`src/rtl/descrambler_pkg.sv`:
```
// Shared constants for the multilane 64b/66b descrambler (x^58 + x^39 + 1).
package descrambler_pkg;

    localparam int STATE_W = 58;
    localparam int TAP_A   = 38;
    localparam int TAP_B   = 57;
    localparam logic [STATE_W-1:0] SEED_DEFAULT = 58'h3FF_FFFF_FFFF_FFFF;

    localparam int CNT_W = 8;
    localparam logic [CNT_W-1:0] CNT_MAX = '1;

    // 2'b01 and 2'b10 are the only legal 64b/66b sync headers.
    function automatic logic hdr_bad(input logic [1:0] sync);
        return (sync == 2'b00) || (sync == 2'b11);
    endfunction

endpackage

```
`src/rtl/descrambler_lane.sv`:
```
// One receive lane: self-synchronising descrambler, header check, saturating error counter.
module descrambler_lane
    import descrambler_pkg::*;
#(
    parameter int                 DATA_WIDTH = 64,
    parameter logic [STATE_W-1:0] SEED       = SEED_DEFAULT
) (
    input  logic                  clk,
    input  logic                  rst,
    input  logic [DATA_WIDTH-1:0] data_in,
    input  logic [1:0]            sync_in,
    input  logic                  valid_in,
    input  logic                  hdr_valid_in,
    input  logic                  bypass,
    input  logic                  cnt_clr,
    output logic [DATA_WIDTH-1:0] data_out,
    output logic [1:0]            sync_out,
    output logic                  valid_out,
    output logic                  hdr_err,
    output logic [CNT_W-1:0]      hdr_err_cnt
);

    logic [STATE_W-1:0]    state;
    logic [STATE_W-1:0]    state_nxt;
    logic [DATA_WIDTH-1:0] plain;
    logic                  bad_hdr;

    always_comb begin
        // NOTE: blocking assignments let the loop unroll into a bit-serial shift chain;
        // both outputs get a default first so no latch is inferred.
        state_nxt = state;
        plain     = '0;
        for (int k = 0; k < DATA_WIDTH; k++) begin
            plain[k]  = data_in[k] ^ state_nxt[TAP_A] ^ state_nxt[TAP_B];
            state_nxt = {state_nxt[STATE_W-2:0], data_in[k]};
        end
    end

    assign bad_hdr = valid_in & hdr_valid_in & hdr_bad(sync_in);

    // State always absorbs the received bits, even in bypass, so leaving bypass needs no reseed.
    always_ff @(posedge clk or posedge rst) begin
        if (rst) begin
            state       <= SEED;
            data_out    <= '0;
            sync_out    <= '0;
            valid_out   <= 1'b0;
            hdr_err     <= 1'b0;
            hdr_err_cnt <= '0;
        end else begin
            // NOTE: non-blocking assignments keep every register sampling pre-edge values.
            valid_out <= valid_in;
            hdr_err   <= bad_hdr;
            if (valid_in) begin
                state    <= state_nxt;
                data_out <= bypass ? data_in : plain;
                sync_out <= sync_in;
            end
            if (cnt_clr) begin
                hdr_err_cnt <= '0;
            end else if (bad_hdr && (hdr_err_cnt != CNT_MAX)) begin
                hdr_err_cnt <= hdr_err_cnt + 1'b1;
            end
        end
    end

endmodule

```
`src/rtl/descrambler_multilane.sv`:
```
// Top: NUM_LANES independent descrambler lanes sharing only clock, reset, bypass and counter clear.
module descrambler_multilane
    import descrambler_pkg::*;
#(
    parameter int                 NUM_LANES  = 4,
    parameter int                 DATA_WIDTH = 64,
    parameter logic [STATE_W-1:0] SEED       = SEED_DEFAULT
) (
    input  logic                            clk,
    input  logic                            rst,
    input  logic [NUM_LANES*DATA_WIDTH-1:0] data_in,
    input  logic [NUM_LANES*2-1:0]          sync_in,
    input  logic [NUM_LANES-1:0]            valid_in,
    input  logic [NUM_LANES-1:0]            hdr_valid_in,
    input  logic                            bypass,
    input  logic                            cnt_clr,
    output logic [NUM_LANES*DATA_WIDTH-1:0] data_out,
    output logic [NUM_LANES*2-1:0]          sync_out,
    output logic [NUM_LANES-1:0]            valid_out,
    output logic [NUM_LANES-1:0]            hdr_err,
    output logic [NUM_LANES*CNT_W-1:0]      hdr_err_cnt
);

    logic [NUM_LANES-1:0] bypass_fan;
    logic [NUM_LANES-1:0] cnt_clr_fan;

    assign bypass_fan  = {NUM_LANES{bypass}};
    assign cnt_clr_fan = {NUM_LANES{cnt_clr}};

    for (genvar n = 0; n < NUM_LANES; n++) begin : g_lane
        descrambler_lane #(
            .DATA_WIDTH (DATA_WIDTH),
            .SEED       (SEED)
        ) u_lane (
            .clk          (clk),
            .rst          (rst),
            .data_in      (data_in[n*DATA_WIDTH +: DATA_WIDTH]),
            .sync_in      (sync_in[2*n +: 2]),
            .valid_in     (valid_in[n]),
            .hdr_valid_in (hdr_valid_in[n]),
            .bypass       (bypass_fan[n]),
            .cnt_clr      (cnt_clr_fan[n]),
            .data_out     (data_out[n*DATA_WIDTH +: DATA_WIDTH]),
            .sync_out     (sync_out[2*n +: 2]),
            .valid_out    (valid_out[n]),
            .hdr_err      (hdr_err[n]),
            .hdr_err_cnt  (hdr_err_cnt[n*CNT_W +: CNT_W])
        );
    end

endmodule

```
`config.mk`:
```
export PLATFORM = sky130hd
export DESIGN_NAME = descrambler_multilane
export DESIGN_NICKNAME = d
export VERILOG_FILES = /design/src/rtl/descrambler_pkg.sv /design/src/rtl/descrambler_lane.sv /design/src/rtl/descrambler_multilane.sv
export SDC_FILE = /design/constraint.sdc
export NUM_CORES = 1
export LEC_CHECK = 0
export CAP_MARGIN = 20
export CORE_MARGIN = 4
export CORE_UTILIZATION = 45
export DETAILED_ROUTE_END_ITERATION = 10
export PLACE_DENSITY = 0.82
export SLEW_MARGIN = 25
export SYNTH_ARGS = -nofsm -noshare
export SYNTH_HDL_FRONTEND = slang
export SYNTH_HIERARCHICAL = 1
export SYNTH_SLANG_ARGS = --single-unit
```
`constraint.sdc`:
```
create_clock -name clk -period 5.5 [get_ports clk]
set_input_delay 1.1 -clock clk [delete_from_list [all_inputs] [get_ports clk]]
set_output_delay 1.1 -clock clk [all_outputs]
set_load 0.01 [all_outputs]
```
==> metrics <==
antenna-violating nets left=0; Setup crit end kind=primary output; cts hold-fix bufs=0; Slowest-stage cell, CP=clkdlybuf4s50_1; min Tclk post-route=a little under 3 ns; core area=~56000 um^2; async set-reset flop share out of synthesis=1.00; detailed-route via count=between 15000 and 20000; pin count of the biggest net entering global routing=~130; Global Route Usage Sum=0.244; Vias/cell=roughly 5.2; Tcrit/Tclk final=0.524; postcts setup bufs=0; Root Driver=clkbuf_16; Leakage=roughly 13 nW; WP data required=between 4 and 5 ns; pwr dens=341 nW/um^2; Rel. slew slack=0.363; CTS Buf Count=between 50 and 60; Synth top area share=0.297; worst skew pair latency=~0.60 ns; sequential fraction of the synthesis area=0.535; synth warn=6; setup_tns=0 ns; CTS max path bufs=3; clk_skew=between 0.02 and 0.025 ns; wire length per cell=around 21 um; CP Cell Sequence=clkdlybuf4s50_1; TritonCTS clock tree=done; die area=just over 60000 um^2; crit-path max cell delay=between 0.7 and 0.8 ns; RSZ-0062 raised after global routing=no; critical path depth in cells=1; critical path class=flip-flop to primary output; clock transition at the registers of the reported paths=0.06 ns; Worst path top cell family by delay=buffers and inverters; Yosys reg bits=around 540; Startpoint Class=flip-flop; final wirelength=approximately 77000 um; R2R cell count=5; max_cap viols=0; first-pass GRT wire length=116000 um; DR iter-0 viols=1169; gpl congestion=0.948; Worst Path Buf+Inv=1; largest cells by area after synthesis=dfrtp_1 30%, dfstp_2 24%, xnor2_1 18%; worst-margin pin slew=0.955 ns; number of I/O pins=between 500 and 600; maximum clock rate=around 350 MHz; Inst Count DP=between 3000 and 4000; status=complete, no violations; dominant cell type by area after synthesis=dfrtp_1; Fin. Hold Viols=0; Synth Cell Area=~26000 um^2; Port Buffers=~580; Final setup viols=0; average cell area after synthesis=about 11 um^2; met2 wire len=~38000 um; Initial Utilization=0.454; vias in the first global route=approximately 20000; worst hold path depth=1; WL met3=approximately 5500 um; worst hold slack=0.522 ns; Worst VDD drop=about 0.26 mV; count of final max-slew check failures=0; Post-Syn Nets=2632; Area Overhead vs Synth=32.9%; clock tree sinks=about 540; die width=approximately 250 um; most frequent cells after synthesis=536 x nor2_1, 512 x xnor2_1, 304 x dfrtp_1; dominant cell by count in the synthesized netlist=nor2_1; filler cell count=between 4000 and 5000; Mapped Cells=between 2000 and 2500; share of layout cells above drive strength 1=0.206; number of synthesized flops with an enable pin=0; nets=roughly 3200; Layout Cells excl Fill=approximately 3700; Core Rows=87; Die H=about 250 um; drt first pass iters=5; GR Overflow Total=0; HPWL after DPL=around 57000 um; WP data arrival=between 1.5 and 2 ns; H-Tree Depth=2; critical path peak fanout=6; main flop type after synthesis=dfrtp_1; Synth cell types=27; worst hold-check path type=flip-flop to flip-flop; DR DRC count=0; wl on met1=29200 um; initial antenna violation count=6; CTS resizes=0; Max Used Layer=met5
==> report_power, final <==
part           switching, W  leakage [nW]  total (W)  internal (W)
Sequential         0.000439          5.93    0.00501       0.00457
Combinational       0.00116          5.97    0.00259       0.00143
Clock               0.00159         0.961    0.00400       0.00241
==> layout by cell type, fill, tap and decap left out, drive strengths merged <==
master	count
buf	21
xor2	4
nor4	12
nand4	4
or2	4
clkinv	10
mux2	248
nor2	536
nor2b	8
a21oi	260
xnor2	512
nand2	24
a211oi	12
mux2i	8
nand3	12
diode	1
clkbuf	84
o21bai	4
dfrtp	304
inv	17
dfstp	232
a31oi	8
ha	4
clkdlybuf4s50	573
clkinvlp	6
or4	4
o31ai	4
nand2b	8
bufinv	6
nor3	4
==> registers in the layout, indices dropped and copies added, names as in the netlist <==
name,flops
g_lane.u_lane/hdr_err_cnt,32
g_lane.u_lane/data_out,256
g_lane.u_lane/state,232
g_lane.u_lane/valid_out,4
g_lane.u_lane/hdr_err,4
g_lane.u_lane/sync_out,8
==> worst paths after layout <==
check	endpoint	slack, ns	startpoint
min in group asynchronous	g_lane[1].u_lane/hdr_err$_DFF_PP0_	1.42	rst
setup / recovery	hdr_err_cnt[10]	2.62	g_lane[1].u_lane/hdr_err_cnt[2]$_DFFE_PP0P_
hold reg to reg	g_lane[1].u_lane/sync_out[0]$_DFFE_PP0P_	0.52	g_lane[1].u_lane/sync_out[0]$_DFFE_PP0P_
max in group asynchronous	g_lane[2].u_lane/state[6]$_DFFE_PP1P_	3.06	rst
hold / removal	g_lane[1].u_lane/sync_out[0]$_DFFE_PP0P_	0.52	g_lane[1].u_lane/sync_out[0]$_DFFE_PP0P_
setup reg to reg	g_lane[0].u_lane/hdr_err_cnt[6]$_DFFE_PP0P_	3.84	g_lane[0].u_lane/hdr_err_cnt[0]$_DFFE_PP0P_
==> cell type report <==
type	count	area, um^2	area share
Timing Repair Buffer	595	5950	0.175
Tap cell	756	946	0.0278
Antenna cell	1	2.50	0.0000735
Inverter	16	72.6	0.00213
Clock inverter	23	299	0.00878
Sequential cell	536	13700	0.402
Clock buffer	83	1690	0.0495
Multi-Input combinational cell	1680	11400	0.335
==> per-stage QoR <==
stage	setup WS (ns)	power, W	utilization	instance area (um^2)
6_report	2.62	0.0116	0.604	34100
5_1_grt	2.52	0.0121	0.604	34100
4_1_cts	2.53	0.0117	0.604	34100
3_5_place_dp	2.41	0.00765	0.569	32100
3_3_place_gp	2.43	0.00757	0.569	32100
2_1_floorplan	0.913	0.00630	-	25600
==> logic make-up (layout without fill, tap and decap cells) <==
family,count (synthesis),in the layout,share of synthesized area
adders and majority gates,4,4,0.00195
other,0,1,0
AOI/OAI and AO/OA,288,288,0.0586
DFF,536,536,0.535
muxes,256,256,0.112
and+or+nand+nor,616,616,0.0955
xor gates and xnor gates,516,516,0.176
buffers and inverters,136,717,0.0205
==> layer usage <==
layer / GRT usage / up-vias
li1: - / 8790
met1: 0.293 / 9612
met2: 0.422 / 643
met3: 0.0574 / 178
met4: 0.103 / 10
met5: 0 / -
(Power assumes the default switching activity.)
